`config.mk`:
```
export PLATFORM = sky130hd
export DESIGN_NAME = imem_fetch_port
export DESIGN_NICKNAME = d
export VERILOG_FILES = /design/src/rtl/imem_pkg.sv /design/src/rtl/imem_array.sv /design/src/rtl/imem_fetch_port.sv
export SDC_FILE = /design/constraint.sdc
export NUM_CORES = 2
export LEC_CHECK = 0
export BUFFER_PORTS_ARGS = -buffer_cell sky130_fd_sc_hd__buf_4
export CELL_PAD_IN_SITES_DETAIL_PLACEMENT = 1
export CELL_PAD_IN_SITES_GLOBAL_PLACEMENT = 1
export CORE_ASPECT_RATIO = 0.9
export CORE_MARGIN = 2
export CORE_UTILIZATION = 28
export CTS_CLUSTER_DIAMETER = 80
export DETAILED_ROUTE_END_ITERATION = 16
export PLACE_DENSITY_LB_ADDON = 0.1
export SYNTH_ARGS = -nofsm -noshare
export SYNTH_HDL_FRONTEND = slang
export SYNTH_HIERARCHICAL = 1
export SYNTH_SLANG_ARGS = --single-unit
```
`constraint.sdc`:
```
create_clock -name clk -period 3.79 [get_ports clk]
set_input_delay 0.379 -clock clk [delete_from_list [all_inputs] [get_ports clk]]
set_output_delay 0.379 -clock clk [all_outputs]
set_load 0.02 [all_outputs]
```
`src/rtl/imem_pkg.sv`:
```
// Shared constants and types for the instruction-memory fetch port.
package imem_pkg;

    localparam int IMEM_ADDR_W      = 32;
    localparam int IMEM_DATA_W      = 32;
    localparam int IMEM_DEPTH_WORDS = 128;
    localparam int IMEM_CNT_W       = 16;

    // Instruction returned on a faulted fetch.
    localparam logic [IMEM_DATA_W-1:0] NOP_WORD = '0;

    typedef enum logic {
        EMPTY = 1'b0,
        FULL  = 1'b1
    } fetch_state_t;

endpackage

```
`src/rtl/imem_array.sv`:
```
// Word storage: one synchronous write port, one combinational read port.
module imem_array #(
    parameter int DATA_W      = 32,
    parameter int DEPTH_WORDS = 128,
    parameter int IDX_W       = $clog2(DEPTH_WORDS)
) (
    input  logic              clk,
    input  logic              we,
    input  logic [IDX_W-1:0]  waddr,
    input  logic [DATA_W-1:0] wdata,
    input  logic [IDX_W-1:0]  raddr,
    output logic [DATA_W-1:0] rdata
);

    // No reset on storage: program contents must survive rst_n.
    logic [DATA_W-1:0] mem [DEPTH_WORDS] = '{default: '0};

    always_ff @(posedge clk) begin
        if (we) begin
            mem[waddr] <= wdata;
        end
    end

    assign rdata = mem[raddr];

endmodule

```
`src/rtl/imem_fetch_port.sv`:
```
// Single-entry fetch response stage over imem_array with fault checking,
// program-load port and a delivered-fetch counter.
module imem_fetch_port
    import imem_pkg::*;
#(
    parameter int ADDR_W      = IMEM_ADDR_W,
    parameter int DATA_W      = IMEM_DATA_W,
    parameter int DEPTH_WORDS = IMEM_DEPTH_WORDS,
    parameter int CNT_W       = IMEM_CNT_W
) (
    input  logic              clk,
    input  logic              rst_n,
    input  logic              req_valid,
    output logic              req_ready,
    input  logic [ADDR_W-1:0] req_addr,
    input  logic              flush,
    output logic              rsp_valid,
    input  logic              rsp_ready,
    output logic [DATA_W-1:0] rsp_instr,
    output logic [ADDR_W-1:0] rsp_addr,
    output logic              rsp_fault,
    input  logic              load_en,
    input  logic [ADDR_W-1:0] load_addr,
    input  logic [DATA_W-1:0] load_data,
    output logic [CNT_W-1:0]  fetch_count
);

    localparam int IDX_W = $clog2(DEPTH_WORDS);

    fetch_state_t      state;
    logic [DATA_W-1:0] rdata;
    logic              accept;
    logic              handshake;
    logic              req_bad;
    logic              load_bad;

    // Depth is a power of two, so idx >= DEPTH_WORDS reduces to any set bit above the index field.
    function automatic logic addr_bad(input logic [ADDR_W-1:0] a);
        return (a[1:0] != 2'b00) || (a[ADDR_W-1:IDX_W+2] != '0);
    endfunction

    assign req_bad  = addr_bad(req_addr);
    assign load_bad = addr_bad(load_addr);

    imem_array #(
        .DATA_W      (DATA_W),
        .DEPTH_WORDS (DEPTH_WORDS),
        .IDX_W       (IDX_W)
    ) u_array (
        .clk   (clk),
        .we    (load_en && !load_bad),
        .waddr (load_addr[IDX_W+1:2]),
        .wdata (load_data),
        .raddr (req_addr[IDX_W+1:2]),
        .rdata (rdata)
    );

    assign rsp_valid = (state == FULL);
    assign req_ready = ((state == EMPTY) || rsp_ready) && !load_en && !flush;
    assign accept    = req_valid && req_ready;
    assign handshake = rsp_valid && rsp_ready && !flush;

    always_ff @(posedge clk or negedge rst_n) begin
        if (!rst_n) begin
            state       <= EMPTY;
            rsp_instr   <= '0;
            rsp_addr    <= '0;
            rsp_fault   <= 1'b0;
            fetch_count <= '0;
        end else begin
            if (handshake) begin
                fetch_count <= fetch_count + CNT_W'(1);
            end
            if (flush) begin
                state <= EMPTY;
            end else if (accept) begin
                state     <= FULL;
                rsp_instr <= req_bad ? DATA_W'(NOP_WORD) : rdata;
                rsp_addr  <= req_addr;
                rsp_fault <= req_bad;
            end else if (rsp_ready) begin
                state <= EMPTY;
            end
        end
    end

endmodule
```
==> results.sh <==
export IMPL_cts_buffer_depth=4
export IMPL_slew_violations=0
export IMPL_cap_violations=0
export IMPL_cp_data_arrival_time_ns=3.94
export IMPL_syn_inst=6184
export IMPL_via_count=74000
export IMPL_final_hold_viol_count=0
export IMPL_use_met2_pct=28.6
export IMPL_h_tree_depth=5
export IMPL_synth_area_mux_share_pct=19.5
export IMPL_pre_cts_ws_ns=-0.291
export IMPL_synthSimpleGateAreaFrac_pct=0.631
export IMPL_ys_flop_type="edfxtp_1"
export IMPL_synth_seq_area_share_pct=78.7
export IMPL_core_region_area_um2=565000
export IMPL_clock_power_share_pct=44.6
export IMPL_power_frac_seq_pct=49.8
export IMPL_grt_pass1_wl_um=705000
export IMPL_place_inst=14200
export IMPL_synthXorXnorAreaFrac_pct=0.0827
export IMPL_drive_above_1_share_pct=40.0
export IMPL_wl_per_cell_um=34.3
export IMPL_ant_nets=0
export IMPL_synth_area_leaders="edfxtp_1, mux4_2, dfrtp_1"
export IMPL_ir_drop_uv=405
export IMPL_crit_path_start_kind="input port"
export IMPL_tightest_slew_ns=1.23
export IMPL_leakage_nw=60.4
export IMPL_p_per_area_nw_per_um2=524
export IMPL_nFillCells=53800
export IMPL_comb_power_share_pct=5.6
export IMPL_numCtsBuffers=470
export IMPL_synth_edf_count=4096
export IMPL_ios=185
export IMPL_rsz0062_at_grt="false"
export IMPL_p_int_mw=79.4
export IMPL_grt_usage_pct=17.9
export IMPL_clkTransAtPathRegs_ns=0.06
export IMPL_whs_ns=0.0810
export IMPL_maxSlewHeadroom_pct=18.1
export IMPL_drtIter0Drc=7935
export IMPL_setup_slack_ns=0.728
export IMPL_hp_class="input port to flip-flop"
export IMPL_syn_area_um2=159000
export IMPL_end_kind="flip-flop"
export IMPL_synth_fa_ha_area_share_pct=0.00787
export IMPL_fin_crit_sh_pct=80.8
export IMPL_clockRootBuffer="clkbuf_16"
export IMPL_drt_pass1_iterations=7
export IMPL_grtUsageMet1_pct=25.6
export IMPL_grt_busiest_layer="met2"
export IMPL_die_w_um=798
export IMPL_hold_path_depth=1
export IMPL_setup_viol=0
export IMPL_setup_tns_ns=0
export IMPL_portBuffers=184
export IMPL_p_sw_mw=22.7
export IMPL_grtUsageMet3_pct=3.81
export IMPL_yosysUniqueCellTypes=33
export IMPL_areaGrowthSynthToFinish_pct=22.6
export IMPL_first_global_vias=79200
export IMPL_skew_ns=0.0987
export IMPL_p_total_mw=102
export IMPL_cts_sinks=4178
export IMPL_final_cell_area_um2=195000
export IMPL_fin_cells=15200
export IMPL_status="complete, no violations"
export IMPL_cp_max_fo=25
export IMPL_reg2reg_depth=5
export IMPL_syn_nets=6287
export IMPL_crit_type="input port to flip-flop"
export IMPL_cts_tree="yes"
export IMPL_crit_required_ns=4.67
export IMPL_grt_start_max_net_pins=129
export IMPL_synth_compound_area_share_pct=0.197
export IMPL_min_period_ns=3.06
export IMPL_fmax_ghz=0.327
export IMPL_synth_top_family_by_area="multiplexers"
export IMPL_grt_overflow=0
export IMPL_synth_avg_cell_area_um2=25.7
export IMPL_cts_setup_buffers=0
export IMPL_synth_top_area_share_pct=77.4
export IMPL_drt_total_wl_um=521000
export IMPL_swShare_pct=22.2
export IMPL_die_h_um=719
export IMPL_nets=7305
export IMPL_final_util_pct=34.5
export IMPL_synth_largest_area_cell="edfxtp_1"
export IMPL_place_hpwl_um=325000
export IMPL_num_rows=262
export IMPL_place_congestion=0.745
export IMPL_route_detailed_drc=0
export IMPL_async_reset_ff_share_pct=1.96
export IMPL_placed_area_um2=179000
export IMPL_clock_latency_ns=1.05
export IMPL_via_per_inst=4.87
export IMPL_antenna_found_initial=104
export IMPL_dieArea_um2=574000
export IMPL_ys_seq_elements=4178
export IMPL_start_util_pct=28.1
export IMPL_yosysWarnings=6
cell type report:
class	count	area (µm²)	area share, %
flip-flops and latches	4178	125000	64.2
multi-input cells	1677	33500	17.2
clock buffers	586	12500	6.41
repair buffers	872	11400	5.84
well taps	7524	9410	4.83
clock inverters	283	2850	1.46
diodes	70	175	0.0899
inverters	3	11.3	0.00578
power by group through the flow:
stage / clock network, mW / registers [mW] / logic, mW
after floorplan: 0 / 51.9 / 2.42
after global placement: 0 / 51.8 / 5.70
after detailed placement: 0 / 51.8 / 5.77
final: 45.5 / 50.9 / 5.70
after global routing: 48.4 / 50.9 / 6.06
after CTS: 46.8 / 50.9 / 5.85
state kept, by name (all words and copies together) (netlist names):
register / flops
rsp_fault: 1
fetch_count: 16
rsp_instr: 32
rsp_valid: 1
rsp_addr: 32
u_array/mem: 4096
Yosys cell counts, drive strengths merged, types with 8 or more instances:
library cell and instances:
a22o 32, buf 144, clkbuf 182, dfrtp 82
edfxtp 4096, mux2 65, mux4 1344, nand2 18
nand3 23, nor2 128, nor3 13, nor4 13
xor2 8
cell families (layout without fill, tap and decap cells):
group | Yosys count | after routing
flip-flops | 4178 | 4178
multiplexers | 1409 | 1409
buffers and inverters | 329 | 1744
AND/OR/NAND/NOR | 216 | 216
AO/OA/AOI/OAI | 36 | 36
XOR/XNOR | 15 | 15
adder cells (fa/ha/maj) | 1 | 1
other | 0 | 70
final timing paths:
check                                              start                             end  slack (ns)
max                                          req_addr[2]       rsp_instr[27]$_DFFE_PN0P_        0.73
min                                        load_data[23]  u_array/mem[103][23]$_DFFE_PP_        0.08
max reg2reg                u_array/mem[71][30]$_DFFE_PP_       rsp_instr[30]$_DFFE_PN0P_        0.93
min reg2reg                  fetch_count[15]$_DFFE_PN0P_     fetch_count[15]$_DFFE_PN0P_        0.48
max in group asynchronous                          rst_n       rsp_instr[29]$_DFFE_PN0P_        2.73
min in group asynchronous                          rst_n        rsp_instr[8]$_DFFE_PN0P_        0.49
worst max-delay path, cell delays in order:
cell and delay (ns):
buf_16 0.25, buf_12 0.30, buf_4 0.39, mux4_2 0.58
mux4_2 0.61, mux4_2 0.64, mux2_2 0.32, a22o_1 0.19
layer usage:
metal	vias to the layer above	wire length, µm
met2	1986	243000
met5	-	227
li1	29400	-
met1	42000	234000
met4	40	9730
met3	556	33800
cell usage in the layout, fill, tap and decap left out, types with 3 or more instances in the layout:
cell type      count
nand2_1           15
nor3_2             3
clkbuf_16        476
nor3_1             3
clkinv_1          96
mux2_2            62
inv_1              3
mux2_1             3
xnor2_1            7
dfrtp_1           82
nand4_1            7
inv_16             4
buf_8              3
nor4_1            11
nand3_1           19
buf_12           368
clkinv_16         10
clkinv_2         101
inv_6              4
nand3_2            4
bufinv_16         44
diode_2           70
nor2_4           119
nor2b_1            7
dlygate4sd3_1     63
a22o_1            32
xor2_1             8
nor2_1             8
inv_8              5
nand2_2            3
clkbuf_1          93
edfxtp_1        4096
clkbuf_8          17
clkinv_8           5
clkinvlp_4        12
nor3_4             7
buf_4            434
mux4_2          1344
repair_timing:
item                        CTS  global route
setup endpoints to repair     0             0
hold endpoints to repair   1196             0
hold buffers                 64             0
resized for setup             0             0
Note: power is estimated with default switching activity, not from simulation.
